--- config.mk ---
export PLATFORM = sky130hd
export DESIGN_NAME = uart_tx_arbiter
export DESIGN_NICKNAME = d
export VERILOG_FILES = /design/src/rtl/uart_tx_arbiter.sv
export SDC_FILE = /design/constraint.sdc
export NUM_CORES = 1
export LEC_CHECK = 0
export BUFFER_PORTS_ARGS = -buffer_cell sky130_fd_sc_hd__buf_2
export CAP_MARGIN = 10
export CORE_ASPECT_RATIO = 0.75
export CORE_MARGIN = 1
export CORE_UTILIZATION = 40
export CTS_CLUSTER_SIZE = 12
export DETAILED_ROUTE_END_ITERATION = 12
export PLACE_DENSITY = 0.66
export SYNTH_ARGS = -nofsm -noshare
export SYNTH_HDL_FRONTEND = slang
export SYNTH_SLANG_ARGS = --single-unit
export TNS_END_PERCENT = 50
--- constraint.sdc ---
create_clock -name clk -period 2.1 [get_ports clk]
set_input_delay 0.21 -clock clk [delete_from_list [all_inputs] [get_ports clk]]
set_output_delay 0.21 -clock clk [all_outputs]
set_load 0.005 [all_outputs]
--- src/rtl/uart_tx_arbiter.sv ---
// Round-robin arbiter sharing one UART transmitter between N_REQ byte requesters.
// Launches one frame per grant and times the frame and gap locally so that tx_data stays stable.
module uart_tx_arbiter #(
  parameter int N_REQ        = 4,
  parameter int CLKS_PER_BIT = 10416,
  parameter int FRAME_BITS   = 10,
  parameter int GAP_CLKS     = 0
) (
  input  logic                 clk,
  input  logic                 reset,
  input  logic [N_REQ-1:0]     req,
  input  logic [8*N_REQ-1:0]   req_data,
  output logic [N_REQ-1:0]     ack,
  output logic                 tx_transmit,
  output logic [7:0]           tx_data,
  output logic                 busy,
  output logic [2:0]           grant_id
);

  localparam int FRAME_CLKS = FRAME_BITS * CLKS_PER_BIT;
  localparam int CNT_W      = $clog2(FRAME_CLKS + GAP_CLKS + 1);
  localparam logic [CNT_W-1:0] FRAME_END = CNT_W'(FRAME_CLKS - 1);
  localparam logic [CNT_W-1:0] GAP_END   = CNT_W'(FRAME_CLKS + GAP_CLKS - 1);
  localparam logic [CNT_W-1:0] CNT_ONE   = CNT_W'(1);

  typedef enum logic [1:0] {
    IDLE = 2'd0,
    SEND = 2'd1,
    GAP  = 2'd2
  } state_t;

  state_t             state_r;
  logic [2:0]         rr_ptr_r;
  logic [CNT_W-1:0]   counter_r;

  logic               grant_vld_s;
  logic               hi_found_s;
  logic [2:0]         hi_grant_s;
  logic [2:0]         lo_grant_s;
  logic [2:0]         grant_s;
  logic [2:0]         next_ptr_s;
  logic [N_REQ-1:0]   ack_mask_s;
  logic [7:0]         sel_data_s;

  // Rotating priority: lowest set request at or above rr_ptr, else lowest set request overall.
  always_comb begin
    grant_vld_s = |req;
    hi_found_s  = 1'b0;
    hi_grant_s  = 3'd0;
    lo_grant_s  = 3'd0;
    for (int k = N_REQ - 1; k >= 0; k--) begin
      if (req[k]) begin
        lo_grant_s = 3'(k);
        if (3'(k) >= rr_ptr_r) begin
          hi_grant_s = 3'(k);
          hi_found_s = 1'b1;
        end else begin
          hi_grant_s = hi_grant_s;
        end
      end else begin
        lo_grant_s = lo_grant_s;
      end
    end
    if (hi_found_s) begin
      grant_s = hi_grant_s;
    end else begin
      grant_s = lo_grant_s;
    end
  end

  // Derived values for the granted requester: next pointer, ack one-hot and its byte.
  always_comb begin
    if (grant_s == 3'(N_REQ - 1)) begin
      next_ptr_s = 3'd0;
    end else begin
      next_ptr_s = grant_s + 3'd1;
    end
    ack_mask_s = {{(N_REQ-1){1'b0}}, 1'b1} << grant_s;
    sel_data_s = 8'd0;
    for (int k = 0; k < N_REQ; k++) begin
      if (grant_s == 3'(k)) begin
        sel_data_s = req_data[8*k +: 8];
      end else begin
        sel_data_s = sel_data_s;
      end
    end
  end

  // Arbiter FSM with frame/gap timer; all outputs registered.
  always_ff @(posedge clk or posedge reset) begin
    if (reset) begin
      state_r     <= IDLE;
      rr_ptr_r    <= 3'd0;
      counter_r   <= {CNT_W{1'b0}};
      ack         <= {N_REQ{1'b0}};
      tx_transmit <= 1'b0;
      tx_data     <= 8'd0;
      busy        <= 1'b0;
      grant_id    <= 3'd0;
    end else begin
      ack         <= {N_REQ{1'b0}};
      tx_transmit <= 1'b0;
      case (state_r)
        IDLE: begin
          if (grant_vld_s) begin
            tx_data     <= sel_data_s;
            tx_transmit <= 1'b1;
            ack         <= ack_mask_s;
            grant_id    <= grant_s;
            rr_ptr_r    <= next_ptr_s;
            busy        <= 1'b1;
            counter_r   <= {CNT_W{1'b0}};
            state_r     <= SEND;
          end else begin
            busy        <= 1'b0;
          end
        end
        SEND: begin
          if (counter_r == FRAME_END) begin
            if (GAP_CLKS > 0) begin
              // The counter keeps running through the gap so one timer covers both phases.
              counter_r <= counter_r + CNT_ONE;
              state_r   <= GAP;
            end else begin
              counter_r <= {CNT_W{1'b0}};
              busy      <= 1'b0;
              state_r   <= IDLE;
            end
          end else begin
            counter_r <= counter_r + CNT_ONE;
          end
        end
        GAP: begin
          if (counter_r == GAP_END) begin
            counter_r <= {CNT_W{1'b0}};
            busy      <= 1'b0;
            state_r   <= IDLE;
          end else begin
            counter_r <= counter_r + CNT_ONE;
          end
        end
        default: begin
          counter_r <= {CNT_W{1'b0}};
          busy      <= 1'b0;
          state_r   <= IDLE;
        end
      endcase
    end
  end

endmodule

# After elaboration in Yosys (flattened, before gate mapping)
# Index checks and enable logic that the tools add are counted.
[op_classes]
n_lt_le_gt_ge = 4
bitwise = 0
n_mux = 38
n_shift = 1
eq_ne = 8
addsub = 2
reduce_logical = 6
div = 0
n_mul = 0
[op_table]
columns = ["operator", "n"]
rows = [
  ["$mux W17", 2],
  ["$pmux W17 S2", 1],
  ["$mux W3", 11],
  ["$mux W8", 4],
  ["$add A17 B1 Y17 const B", 1],
  ["$eq A17 B17 Y1 const B", 1],
  ["$mux W1", 11],
  ["$mux W2", 5],
  ["$mux W4", 2],
  ["$eq A3 B2 Y1 const B", 2],
  ["$ge A1 B3 Y1 const A", 2],
  ["$ge A2 B3 Y1 const A", 2],
  ["$pmux W2 S2", 1],
  ["$reduce_and A2 Y1", 2],
  ["$reduce_or A4 Y1", 1],
  ["$shl A1 B3 Y4 const A", 1],
  ["$add A3 B1 Y3 const B", 1],
  ["$eq A3 B1 Y1 const B", 1],
  ["$logic_not A3 Y1", 1],
  ["$eq A2 B1 Y1 const B", 1],
  ["$eq A2 B2 Y1 const B", 1],
  ["$logic_not A2 Y1", 1],
  ["$ne A2 B1 Y1 const B", 1],
  ["$ne A2 B2 Y1 const B", 1],
  ["2 further kinds", 2],
]
[word_totals]
register_bits = 39
word_cells = 67
n_memories = 0
output_inout_bits = 17
mem_bits_rw = 0
mem_bits_ro = 0
latch_bits = 0
input_bits = 38

# Depth between registers and ports, before layout
# Gate-level depths: netlist of run 1.
[logic_depth]
word_depth = 15
ltp_mapped = 11
ltp_nobuf = 10

# Least setup slack after synthesis of run 1
# OpenSTA, ideal clock, no wires.
[synth_path]
path_type = "reg-to-reg"
from = "reg rr_ptr_r[1]"
to = "reg tx_data[6]"
setup_slack_ns = -0.010
n_path_buf = 1
required_ns = 2.035
arrival_time_ns = 2.045
setup_time_ns = 0.065
stages_incl_launch_ff = 12
period_less_slack_ns = 2.110
cell_sequence = "dfrtp_1 nand2b_1 nor2_1 a211oi_1 inv_1 ha_1 clkbuf_1 nand3b_1 a21oi_1 a21oi_1 o211ai_1 o21a_1"
[synth_via]
elab_chain_cells = 15
elab_cells_between_ends = 29
classes_between = "order compare: 4; eq/ne: 3; mux: 21; reduce/logical: 1"
[synth_rtl]
columns = ["item", "line_no", "source"]
rows = [
  ["from (decl)", "33", "logic [2:0] rr_ptr_r;"],
  ["from (signal assigned)", "110", "rr_ptr_r <= next_ptr_s;"],
  ["$ge A2 B3 Y1", "54", "if (3'(k) >= rr_ptr_r) begin"],
  ["$mux W2 or $mux W1 (tied branches)", "54", ""],
  ["$mux W2 or $mux W1 (tied branches)", "52", "if (req[k]) begin"],
  ["$mux W3 or $mux W1 (tied branches)", "54", ""],
  ["$mux W3 or $mux W1 (tied branches)", "52", ""],
  ["$mux W3 or $mux W1 (tied branches)", "54", ""],
  ["$mux W3 or $mux W1 (tied branches)", "52", ""],
  ["$mux W3 or $mux W1 (tied branches)", "54", ""],
  ["$mux W3 or $mux W1 (tied branches)", "52", ""],
  ["$mux W3 (*)", "64", "if (hi_found_s) begin"],
  ["via grant_s[1]", "40", "logic [2:0] grant_s;"],
  ["$logic_not A3 Y1", "81", "if (grant_s == 3'(k)) begin"],
  ["$mux W8 (3 in a row)", "81", ""],
  ["$mux W8 (*)", "81", ""],
  ["to (signal assigned)", "106", "tx_data <= sel_data_s;"],
  ["to (decl)", "15", "output logic [7:0] tx_data,"],
]
# The timed path passes the listed nets; every way through them passes the cells marked *.
# A chain may end at the register's enable or synchronous reset.

# Worst setup path after layout of run 1
# Same ends and word-level chain as after synthesis.

==> results of run 1 <==
[per-stage QoR]
stage / hold WS [ns] / cells / power (uW) / setup WS [ns] / TNS [ns]
3_3_place_gp: 0.3388 / 340 / 1029 / -0.02759 / -0.02759
6_report: 0.02222 / 350 / 1761 / 0.07051 / 0
5_1_grt: 0.08261 / 350 / 1842 / -0.07348 / -0.07348
2_1_floorplan: 0.3770 / 224 / 915.0 / 0.06094 / 0
4_1_cts: 0.03692 / 348 / 1706 / -0.001775 / -0.002941
3_5_place_dp: 0.3443 / 340 / 1036 / -0.08377 / -0.2822
[area by class of cell]
cell class | instances | area (sq um)
clock inverter | 1 | 30.03
fill | 412 | 2168
inverter | 7 | 26.28
multi-input combinational | 168 | 1149
timing repair buffer | 71 | 425.4
sequential | 36 | 902.1
tap | 60 | 75.07
clock buffer | 7 | 96.34
[what timing repair did]
| item | CTS | global route |
|---|---|---|
| cloned | 0 | 1 |
| gates resized for setup | 3 | 22 |
| setup buffers | 0 | 2 |
| setup endpoints to repair | 7 | 8 |
| pin swaps | 1 | 10 |
[cell families after synthesis]
group | share of synthesized area
AOI/OAI and AO/OA | 0.1840
and+or+nand+nor | 0.2642
adders and majority gates | 0.03086
xor gates and xnor gates | 0.008644
other | 0.001850
buffers and inverters | 0.04444
DFF | 0.4444
muxes | 0.02160
[cells in the final DEF (no fill, tap or decap), types with 6 or more instances in the layout]
cell type / n
a21oi_1: 19
buf_4: 16
clkbuf_8: 7
dfrtp_1: 35
nor3_1: 12
and2_1: 6
and3_1: 6
nand3_1: 11
buf_2: 53
nand2_1: 21
nor2_1: 12
nor2b_1: 7
[per-layer routing]
metal | GRT usage | share of wire | up-vias | wire [microns]
met1 | 0.2560 | 0.48 | 917 | 2377
met3 | 0.02490 | 0.031 | 9 | 156
li1 | - | - | 941 | -
met5 | 0 | 0 | - | 0
met2 | 0.2828 | 0.48 | 40 | 2387
met4 | 0.05603 | 0.012 | 0 | 61
[registers in the layout, summed over array words and instances (netlist names)]
register	flops
ack	4
busy	1
counter_r	17
grant_id	2
rr_ptr_r	2
state_r	1
tx_data	8
tx_transmit	1
[worst max-delay path, cell delays in order, from the launching register on]
cell	delay, ns
dfrtp_2	0.42
nand2b_4	0.15
a21oi_2	0.07
nor3_4	0.27
inv_2	0.06
ha_2	0.19
buf_4	0.13
buf_4	0.13
nand3b_1	0.09
a21oi_2	0.06
a21oi_1	0.11
o211ai_1	0.11
o21a_1	0.15
[how the worst max path moves through the flow]
stage | cells past startpoint | slack (ns) | from | to
after floorplan | 10 | 0.06 | rr_ptr_r[1]$_DFFE_PP0P_ | tx_data[0]$_DFFE_PP0P_
after global placement | 11 | -0.03 | rr_ptr_r[1]$_DFFE_PP0P_ | tx_data[4]$_DFFE_PP0P_
after detailed placement | 11 | -0.08 | rr_ptr_r[1]$_DFFE_PP0P_ | tx_data[4]$_DFFE_PP0P_
after CTS | 11 | -0.002 | rr_ptr_r[1]$_DFFE_PP0P_ | tx_data[0]$_DFFE_PP0P_
after global routing | 12 | -0.07 | rr_ptr_r[1]$_DFFE_PP0P_ | tx_data[6]$_DFFE_PP0P_
final | 12 | 0.07 | rr_ptr_r[1]$_DFFE_PP0P_ | tx_data[6]$_DFFE_PP0P_
[power groups by stage]
stage | combinational [uW] | sequential, uW | clock (uW)
3_3_place_gp | 274 | 755 | 0
2_1_floorplan | 157 | 758 | 0
3_5_place_dp | 278 | 757 | 0
5_1_grt | 388 | 750 | 703
6_report | 357 | 746 | 658
4_1_cts | 286 | 744 | 677
==> impl_summary.log, run 1 <==
[metrics] result of the run: finished, violations left
[metrics] violations in the final reports: DRC
[metrics] maximum frequency from static timing analysis: 0.4927 GHz
[metrics] number of synthesized flops with an enable pin: 0
[metrics] net count after synthesis: 267
[metrics] reg-to-reg setup timing slack: between 0.07 and 0.08 ns
[metrics] final non-filler cell area: 0.002704 sq mm
[metrics] per-cell via count in the routed design: roughly 5.4
[metrics] worst skew pair latency: 0.29 ns
[metrics] crit path DAT: roughly 2.2 ns
[metrics] final clock skew: slightly below 0.006 ns
[metrics] worst endpoint required time: 2.28 ns
[metrics] ANT cells: 0
[metrics] die area: 0.005359 sq mm
[metrics] overall die width: 84.20 microns
[metrics] effective utilization at floorplan: 0.4160
[metrics] switching share of power: 0.2473
[metrics] capturing point of the worst reg2reg path: tx_data[6]$_DFFE_PP0P_
[metrics] Worst Setup Start Kind: flip-flop
[metrics] Core Area: 0.004872 sq mm
[metrics] final weighted congestion of routability-driven global placement: 0.7986
[metrics] static leakage power: 0.001256 uW
[metrics] placed instance area: 0.002431 sq mm
[metrics] Worst Hold Class: in -> async
[metrics] Die Y-Extent: 63.65 microns
[metrics] number of design rule violations left after detail routing: 4
[metrics] number of DRC markers after the initial detailed-route iteration: about 130
[metrics] total standard cell area after synthesis: 0.002027 sq mm
[metrics] nature of the critical path endpoint: flip-flop
[metrics] Routed WL per cell: 14.23 microns
[metrics] share of synthesized flip-flops with an asynchronous set or reset: 1.000
[metrics] relative contribution of the clock network to total power: 0.374
[metrics] Post-synth top cells: dfrtp_1 (36), a21oi_1 (23), nand2_1 (21)
[metrics] count of warnings emitted by yosys: 0
[metrics] number of clock buffers inserted by TritonCTS: 5
[metrics] Avg Cell Area, Syn: 9.049 sq um
[metrics] Top-Level Pins: 55
[metrics] Layout Utilization: 0.5550
[metrics] final hold violations: 0
[metrics] post-synthesis cell type count: 45
[metrics] largest area contributor in the netlist: dfrtp_1
[metrics] gate count after technology mapping: between 200 and 250
[metrics] Period minus WS final: 2.029 ns
[metrics] leading cell types by total area after synthesis: dfrtp_1 (44%), a21oi_1 (5.7%), nand2_1 (3.9%)
[metrics] launch point of the worst reg-to-reg path: rr_ptr_r[1]$_DFFE_PP0P_
[metrics] Max Slew Vio Count: 0
[metrics] maxcap violations: 0
[metrics] primary flip-flop cell chosen by synthesis mapping: dfrtp_1
[metrics] fraction of final layout cells sized beyond drive strength 1: 0.3724
[metrics] clock edge transition at the registers on the reported setup and hold paths: 0.07 ns
[metrics] hold buffer count at cts: 0
[metrics] Sink Count: 36
[metrics] worst reg-to-reg path cell count: 12
[metrics] root buf cell: clkbuf_8
[metrics] global router's overall resource usage: 0.1797
[metrics] switching pwr: 435.5 uW
[metrics] number of storage elements in the synthesis netlist: 36
[metrics] unrepaired setup endpoints after global routing: true
[metrics] total via count after detailed routing: 1907
[metrics] Comb pwr share: 0.203
[metrics] proportion of power drawn by flip-flops and latches: 0.423
[metrics] internal power consumption: 1326 uW
[metrics] Pwr Density: between 600 and 700 mW/mm^2
[metrics] antenna violations before repair: 0
[metrics] largest vdd supply drop: between 0.3 and 0.4 mV
[metrics] final number of setup-violating endpoints: 0
[metrics] worst setup path category: reg -> reg
[metrics] H-tree lvl count: 2
[metrics] dominant cell by count in the synthesized netlist: dfrtp_1
[metrics] pin count of the biggest net entering global routing: 37
[metrics] largest driver fanout on the critical path: 7
[metrics] via count of the first global-routing pass: 1718
[metrics] final-stage net count: between 300 and 400
[metrics] portion of the clock cycle consumed by the worst path in the final layout: 0.9664
[metrics] first-pass iteration count of the detailed router: 8
[metrics] input/output buffers: 53
[metrics] aggregate routed wire length: 4.982 mm
[metrics] proportion of synthesized chip area in sequential cells: 0.4444
[metrics] TritonCTS clock tree: built
[metrics] remaining global-route overflow: 0
[metrics] worst slew pin tran: 0.5999 ns
[metrics] slew margin rel.: 0.5982
[metrics] area share of the leading cell type in the synthesized netlist: 0.4444
[metrics] maximum root-to-sink buffer count: 2
[metrics] DP Wirelength: 3.446 mm
[metrics] area growth from synthesis to layout: 33.39%
[metrics] first-pass GRT wire length: approximately 8 mm
[metrics] antenna viol nets, final: 0
[metrics] standard-cell row count: 22
No activity file was read; power rests on OpenSTA's default activity.
==> run 2, diff against run 1 <==
Settings changed: GPL_TIMING_DRIVEN set to 1, PLACE_DENSITY 0.66 to unset.
Clock period 2.1 ns to 2.6 ns, I/O delays scaled along.
==> run 2 against run 1 <==
- the flow still finishes with violations (DRC)
- routed wire length decreased by 7.8%
- first-iteration DRC count shrank 34%
- total power is 30% lower
- sequential power down 19%
- worst setup slack better by 0.19 ns
- count of clock-buffer cells in the layout grew 1
- critical path depth down 3
- cell count shrank 3.4%
- combinational power down 41%
- global-route usage is 0.19 points higher
- critical path type unchanged
==> impl_summary.log, run 2 (same netlist as run 1, synthesis figures left out) <==
[metrics] critical path's most frequent cell: a21oi_1
[metrics] overall die width: 84.20 microns (unchanged)
[metrics] number of DRC markers after the initial detailed-route iteration: 87 (-34%)
[metrics] clock edge transition at the registers on the reported setup and hold paths: 0.07 ns (about the same)
[metrics] worst endpoint required time: 2.72 ns (+0.44 ns)
[metrics] Period minus WS final: 2.344 ns (+0.3141 ns)
[metrics] Routed WL per cell: 13.59 microns (-4.5%)
[metrics] number of setup buffers added after CTS: 0 (unchanged)
[metrics] count of cell instances traversed by the critical path: 9 (-3)
[metrics] via count of the first global-routing pass: 1602 (-6.8%)
[metrics] number of design rule violations left after detail routing: 9 (+5)
[metrics] DP Wirelength: 3.353 mm (-2.7%)
[metrics] worst slew pin tran: 1.050 ns (+0.4501 ns)
[metrics] maximum frequency from static timing analysis: 0.4267 GHz (-13%)
[metrics] Die Y-Extent: 63.65 microns (unchanged)
[metrics] standard-cell row count: 22 (unchanged)
[metrics] input/output buffers: 53 (unchanged)
[metrics] final hold violations: 0 (unchanged)
[metrics] critical-path cell list: nand2b_1 > a21oi_1 > nor3_1 > ha_1 > nor2b_2 > a221oi_1 > nor3_1 > a21oi_1 > a21oi_1
[metrics] hold buffer count at cts: 0 (unchanged)
[metrics] nature of the critical path endpoint: flip-flop
[metrics] worst skew pair latency: 0.29 ns (about the same)
[metrics] family with the most delay on the worst path: simple AND/OR/NAND/NOR gates
[metrics] global router's overall resource usage: 0.1816 (+0.001887)
[metrics] ANT cells: 0 (unchanged)
[metrics] first-pass iteration count of the detailed router: 8 (unchanged)
[metrics] Core Area: 0.004872 sq mm (unchanged)
[metrics] maxcap violations: 0 (unchanged)
[metrics] violations in the final reports: DRC
[metrics] total via count after detailed routing: 1822 (-4.5%)
[metrics] crit path DAT: 2.47 ns (+0.26 ns)
[metrics] root buf cell: clkbuf_8
[metrics] remaining global-route overflow: 0 (unchanged)
[metrics] H-tree lvl count: 2 (unchanged)
[metrics] Pwr Density: 501.8 mW/mm^2 (-23%)
[metrics] non-filler instance count after layout: 338 (-3.4%)
[metrics] number of clock buffers inserted by TritonCTS: 5 (unchanged)
[metrics] antenna viol nets, final: 0 (unchanged)
[metrics] biggest registers after layout: counter_r: 17 flops, tx_data: 8 flops, ack: 4 flops
[metrics] Inst Count DP: 330 (-2.9%)
[metrics] first-pass GRT wire length: 7.652 mm (-1.8%)
[metrics] Buf+Inv Stages, Crit Path: 0 (-3)
[metrics] per-cell via count in the routed design: 5.391 (-1.1%)
[metrics] fraction of final layout cells sized beyond drive strength 1: 0.2698 (-0.1026)
[metrics] static leakage power: 0.001150 uW (-8.5%)
[metrics] commonest cells after routing, fill and taps aside: buf_2 (53), dfrtp_1 (36), a21oi_1 (23), nand2_1 (21), nor3_1 (13)
[metrics] slew margin rel.: 0.2992 (-0.2990)
[metrics] number of flip-flops in the largest register: 17 (unchanged)
[metrics] Max Slew Vio Count: 0 (unchanged)
[metrics] launch point of the worst reg-to-reg path: rr_ptr_r[1]$_DFFE_PP0P_
[metrics] antenna violations before repair: 0 (unchanged)
[metrics] die area: 0.005359 sq mm (unchanged)
[metrics] total negative setup slack: 0 ns (unchanged)
[metrics] unrepaired setup endpoints after global routing: false
[metrics] pin count of the biggest net entering global routing: 29 (-22%)
[metrics] total power of the final layout: 1226 uW (-30%)
[metrics] most flop-heavy register: counter_r
[metrics] commonest non-fill, non-tap cell in the layout: buf_2
[metrics] effective utilization at floorplan: 0.4160 (unchanged)
[metrics] result of the run: finished, violations left
[metrics] final number of setup-violating endpoints: 0 (unchanged)
[metrics] Worst path max stage delay: 0.45 ns (+0.03 ns)
[metrics] source of the critical timing path: rr_ptr_r[1]$_DFFE_PP0P_
[metrics] worst setup path category: reg -> reg
[metrics] largest driver fanout on the critical path: 11 (+4)
[metrics] Crit-path slowest cell: ha_1
[metrics] final-stage net count: 320 (-3.6%)
[metrics] portion of the clock cycle consumed by the worst path in the final layout: 0.9014 (-0.06503)
[metrics] maximum root-to-sink buffer count: 2 (unchanged)
[metrics] aggregate routed wire length: 4.594 mm (-7.8%)
[metrics] Sink Count: 36 (unchanged)
[metrics] TritonCTS clock tree: built
[metrics] Top-Level Pins: 55 (unchanged)
[metrics] worst reg-to-reg path cell count: 9 (-3)
[metrics] Worst Hold Class: in -> async
[metrics] area growth from synthesis to layout: 20.56%
[metrics] Worst Setup Start Kind: flip-flop
[metrics] final weighted congestion of routability-driven global placement: 0.7837 (-1.9%)
[metrics] final clock skew: 0.004711 ns (-0.001167 ns)
[metrics] largest vdd supply drop: 0.2256 mV (-30%)
-- run 2: cell count changes in the layout (fill, tap and decap cells not counted), sizes merged --
cell    previous run  this run
bufinv             1         0
buf               70        59
-- run 2: what timing repair did --
action / 4_1_cts / 5_1_grt
endpoints found under the hold margin: 0 / 0
resized for setup: 0 / 1
setup endpoints to repair: 0 / 5
-- run 2: final timing paths --
| kind | end | slack, ns |
|---|---|---|
| min in group clk | tx_data[1]$_DFFE_PP0P_ | 0.28 |
| worst min-delay path | ack[3]$_DFF_PP0_ | 0.12 |
| worst max-delay path | tx_data[7]$_DFFE_PP0P_ | 0.26 |
| worst max register to register | tx_data[7]$_DFFE_PP0P_ | 0.26 |
| worst min register to register | busy$_DFFE_PP0P_ | 0.49 |
| max in group asynchronous | counter_r[3]$_DFFE_PP0P_ | 1.84 |
-- run 2: stage by stage --
stage / utilization / instance area, sq um / hold slack (ns) / setup slack, ns
2_1_floorplan: - / 2027 / 0.4270 / 0.4903
3_3_place_gp: 0.4825 / 2351 / 0.4534 / 0.3027
3_5_place_dp: 0.4825 / 2351 / 0.4632 / 0.2246
4_1_cts: 0.5010 / 2441 / 0.1607 / 0.1987
5_1_grt: 0.5015 / 2444 / 0.1838 / 0.004553
6_report: 0.5015 / 2444 / 0.1238 / 0.2564
-- run 2: cell type report --
class | count | area, sq um
clock buffer | 8 | 90.09
fill | 473 | 2429
inverter | 7 | 26.28
multi-input combinational | 168 | 1041
sequential | 36 | 900.9
tap | 60 | 75.07
timing repair buffer | 59 | 310.3
-- run 2: routing by layer --
layer | vias to the layer above | routed length, microns | GRT usage
met3 | 5 | 149 | 0.03670
met5 | - | 0 | 0
met1 | 869 | 2463 | 0.2777
li1 | 919 | - | -
met2 | 29 | 1936 | 0.2480
met4 | 0 | 44 | 0.06681
-- run 2: report_power, final --
group,total (uW),internal [uW],switching (uW)
clock,413,216,197
sequential,601,585,16.1
combinational,212,103,109
total,1230,904,322
